$ cat config.mk
export PLATFORM = sky130hd
export DESIGN_NAME = req_encoder
export DESIGN_NICKNAME = d
export VERILOG_FILES = /design/src/rtl/req_encoder.sv
export SDC_FILE = /design/constraint.sdc
export NUM_CORES = 1
export LEC_CHECK = 0
export ABC_AREA = 0
export CORE_MARGIN = 2
export CORE_UTILIZATION = 32
export CTS_CLUSTER_SIZE = 20
export DETAILED_ROUTE_END_ITERATION = 10
export PLACE_DENSITY = 0.53
export SLEW_MARGIN = 5
export SYNTH_ARGS = -nofsm -noshare
export SYNTH_HDL_FRONTEND = slang
export SYNTH_SLANG_ARGS = --single-unit
$ cat constraint.sdc
create_clock -name clk -period 6.21 [get_ports clk]
set_clock_uncertainty 0.1 [all_clocks]
set_input_delay 1.242 -clock clk [delete_from_list [all_inputs] [get_ports clk]]
set_output_delay 1.242 -clock clk [all_outputs]
set_load 0.01 [all_outputs]
$ cat src/rtl/req_encoder.sv
// Request encoder: collects 16 sticky request lines and presents one slot address at a time
// on a valid/ack handshake, with round-robin or fixed lowest-index-first arbitration.
module req_encoder #(
  parameter int NUM_REQ     = 16,
  parameter int ADDR_W      = 4,
  parameter bit ROUND_ROBIN = 1'b1
) (
  input  logic               clk,
  input  logic               rst_n,
  input  logic               enable,
  input  logic [NUM_REQ-1:0] req,
  output logic [ADDR_W-1:0]  addr,
  output logic               valid,
  input  logic               ack,
  output logic               busy,
  output logic               overrun
);

  localparam logic [0:0] IDLE    = 1'b0;
  localparam logic [0:0] PRESENT = 1'b1;

  logic [0:0]         state;
  logic [NUM_REQ-1:0] pending;
  logic [ADDR_W-1:0]  ptr;

  logic [NUM_REQ-1:0] new_req;
  logic [NUM_REQ-1:0] clear_mask;
  logic [ADDR_W-1:0]  scan_base;
  logic [ADDR_W-1:0]  sel;
  logic [ADDR_W-1:0]  idx;
  logic               found;
  logic               load;

  assign valid     = (state == PRESENT);
  assign busy      = (|pending) | valid;
  assign new_req   = enable ? req : '0;
  assign load      = (|pending) && (!valid || ack);
  assign scan_base = ROUND_ROBIN ? ptr : '0;

  // Scan pending upward from scan_base, wrapping, and take the first set slot.
  always_comb begin
    // NOTE: every variable gets a default before the loop so no path leaves it unassigned (no latch).
    sel   = scan_base;
    idx   = scan_base;
    found = 1'b0;
    for (int i = 0; i < NUM_REQ; i++) begin
      idx = scan_base + ADDR_W'(i);
      if (!found && pending[idx]) begin
        sel   = idx;
        found = 1'b1;
      end
    end
  end

  assign clear_mask = load ? (NUM_REQ'(1) << sel) : '0;

  // NOTE: non-blocking assignments so every register samples pre-edge values of the others.
  always_ff @(posedge clk or negedge rst_n) begin
    if (!rst_n) begin
      state   <= IDLE;
      pending <= '0;
      addr    <= '0;
      ptr     <= '0;
      overrun <= 1'b0;
    end else begin
      // A fresh request on the slot being cleared wins, so the bit stays set.
      pending <= (pending & ~clear_mask) | new_req;
      overrun <= |(new_req & pending & ~clear_mask);
      if (load) begin
        state <= PRESENT;
        addr  <= sel;
        ptr   <= ROUND_ROBIN ? sel + ADDR_W'(1) : '0;
      end else if (ack && state == PRESENT) begin
        state <= IDLE;
      end
    end
  end

endmodule

==> out/qor.yml <==
drtIter0Drc: 325
cts_inserted_buffers: 3
num-nets-final: 488
worst_slew_pin_slew_ns: 0.634
slew_headroom_pct: 56.6
cts_tree: "yes"
vias_per_cell: 6.36
clkSinkCount: 26
die-area_um2: 12900
grt_use_total_pct: 20.3
period_share_pct: 92.9
use_met1_pct: 27.0
clk_pin_slew_ns: 0.07
synth.cell_area_um2: 3860
diodes: 0
worstSkewPairLatency_ns: 0.26
cp_data_required_time_ns: 6.26
maxCapViolCount: 0
ys_async_sr_fraction_pct: 100
vias: 3830
grt_overflow_total: 0
r2r_cells: 18
busiest_layer: "met2"
synthFlopType: "dfrtp_1"
crit_fanout: 6
yosysSeqAreaShare_pct: 16.9
rows: 40
syn_area_per_cell_um2: 8.83
cts-root-buf: "clkbuf_16"
core_um2: 11900
r2r_start: "ptr[1]"
grt_max_degree: 29
grt_pass1_vias: 3792
hold_start: "addr[2]"
yosys_warnings: 0
min_path_type: "register to register"
dr.pass1.iters: 6
hold_viol_final: 0
port_buffers: 26
initial_core_util_pct: 32.4
start_kind: "register"
syn_to_final_growth_pct: 15.2
criticalPathCategory: "register to register"
drive_gt1_share_pct: 19.8
antenna_left: 0
cts_buffer_depth: 2
fmax_mhz: 173
nFillCells: 1217
syn-num-nets: 469
met3_usage_pct: 2.44
synth_edf_count: 0
finalMaxSlewViolations: 0
finalCriticalPeriod_ns: 5.77
gp_congestion: 0.978
pin_count: 27
cp.arrival_ns: 5.81
rsz0062_at_grt: "no"
ys_types: 71
drc: 0
die-height_um: 114
htreeDepth: 1
worstSetupEndpointType: "register"
yosys_register_bits: 26
wirelength_um: 13200
setup_viol: 0
crit_start: "ptr[1]"
met2_usage_pct: 33.8
setup_tns_ns: 0
wire_per_inst_um: 21.9
dp_hpwl_um: 10100
min_path_cells: 2
die_w_um: 114
status: "finished clean"
synthCells: 437
antenna_found_initial: 0
grt_pass1_wl_um: 20800
[synth_stat cells, drive strengths merged, types with 2 or more instances]
library cell / number / area (um^2)
o41a: 2 / 22.5
a32o: 2 / 20.0
or3: 6 / 42.5
a211o: 2 / 17.5
nand4: 4 / 25.0
o32ai: 2 / 17.5
nor2b: 3 / 18.8
o311ai: 2 / 17.5
xor2: 4 / 35.0
or4: 2 / 15.0
xnor2: 9 / 78.8
inv: 9 / 33.8
nor4: 6 / 37.5
nor2: 22 / 82.6
nor4b: 2 / 17.5
a22oi: 7 / 52.6
and3: 3 / 18.8
mux2: 16 / 180
a21oi: 19 / 95.1
a21boi: 2 / 15.0
o31ai: 4 / 30.0
ha: 12 / 150
o211ai: 2 / 15.0
buf: 15 / 105
a32oi: 4 / 35.0
clkbuf: 21 / 78.8
a31oi: 7 / 43.8
nand2b: 7 / 43.8
nor3: 13 / 70.1
o2bb2ai: 3 / 32.5
a221oi: 2 / 17.5
a211oi: 4 / 35.0
a22o: 15 / 131
nand3: 12 / 60.1
mux4: 29 / 653
and2: 4 / 25.0
nand2: 59 / 221
or2: 4 / 27.5
dfrtp: 26 / 651
mux2i: 29 / 290
o22ai: 7 / 43.8
o21ai: 17 / 85.1
[layer usage]
layer	up-vias	wire length (um)
li1	1732	-
met1	1872	5760
met2	181	6140
met3	45	713
met4	0	568
met5	-	0
[stage by stage]
stage	hold WS (ns)	util, %	worst slack [ns]	area [um^2]	instances
floorplan	0.415	-	0.0440	3860	437
global placement	0.365	36.0	0.383	4290	596
detailed placement	0.367	36.0	0.233	4290	596
CTS	0.389	36.8	0.200	4380	600
global route	0.410	37.3	0.0664	4440	602
finish	0.386	37.3	0.444	4440	602
[cells by family (layout without fill, tap and decap cells)]
logic type,after synthesis,count (layout),share of synthesized area (%)
AOI/OAI and AO/OA,116,116,22.4
xor gates and xnor gates,13,13,2.95
adders and majority gates,12,12,3.89
buffers and inverters,46,64,5.74
DFF,26,26,16.9
muxes,74,74,29.1
and+or+nand+nor,150,150,19.0
[state kept, by name, summed over array words and instances, names as in the netlist]
name     flops
overrun      1
ptr          4
pending     16
addr         4
valid        1
[path summary, 6_finish.rpt]
kind	to	slack, ns
setup / recovery	overrun	0.44
hold / removal	addr[2]	0.39
setup reg to reg	overrun	0.44
hold reg to reg	addr[2]	0.39
max in group asynchronous	pending[14]	4.51
min in group asynchronous	valid	1.24
[final cells by class]
| cell class | instances | area [um^2] | area share [%] |
|---|---|---|---|
| multi-input combinational | 365 | 3040 | 68.4 |
| sequential | 26 | 651 | 14.6 |
| timing repair buffer | 50 | 444 | 9.99 |
| tap | 147 | 184 | 4.14 |
| clock buffer | 4 | 88.8 | 2.00 |
| inverter | 10 | 37.5 | 0.845 |
[critical path: stages, from the launching register on]
cell	delay [ns]
dfrtp_1	0.36
inv_1	0.06
ha_2	0.43
mux4_2	0.58
mux4_2	0.53
or2_1	0.28
or3_4	0.42
nor4_4	0.33
a211oi_1	0.13
o32ai_1	0.37
mux2i_1	0.19
a211oi_4	0.41
ha_2	0.33
o22ai_1	0.13
a221oi_1	0.22
nand2_1	0.08
a32oi_1	0.18
o221ai_1	0.14
o41a_1	0.38
[timing repair]
| item | CTS | global route |
|---|---|---|
| resized for setup | 0 | 10 |
| hold buffers | 0 | 0 |
| hold endpoints to repair | 0 | 0 |
| buffers inserted | 0 | 2 |
| endpoints found under the setup margin | 0 | 1 |
[layout by cell type, fill, tap and decap left out, types with 5 or more instances in the layout]
cell type        instances
inv_1                    7
clkdlybuf4s50_1         26
mux2i_1                 28
a22oi_1                  7
nor2_1                  22
a31oi_1                  7
xnor2_1                  8
o22ai_1                  7
ha_1                     9
nand3_1                 12
mux4_2                  29
buf_4                   23
o21ai_0                 17
mux2_2                  15
a22o_1                  15
nand2b_1                 7
a21oi_1                 19
or3_1                    5
dfrtp_1                 26
nand2_1                 59
nor3_1                  12
Power is not shown: default switching activity piles up to over one toggle a cycle in this logic, so the estimate is an artifact.
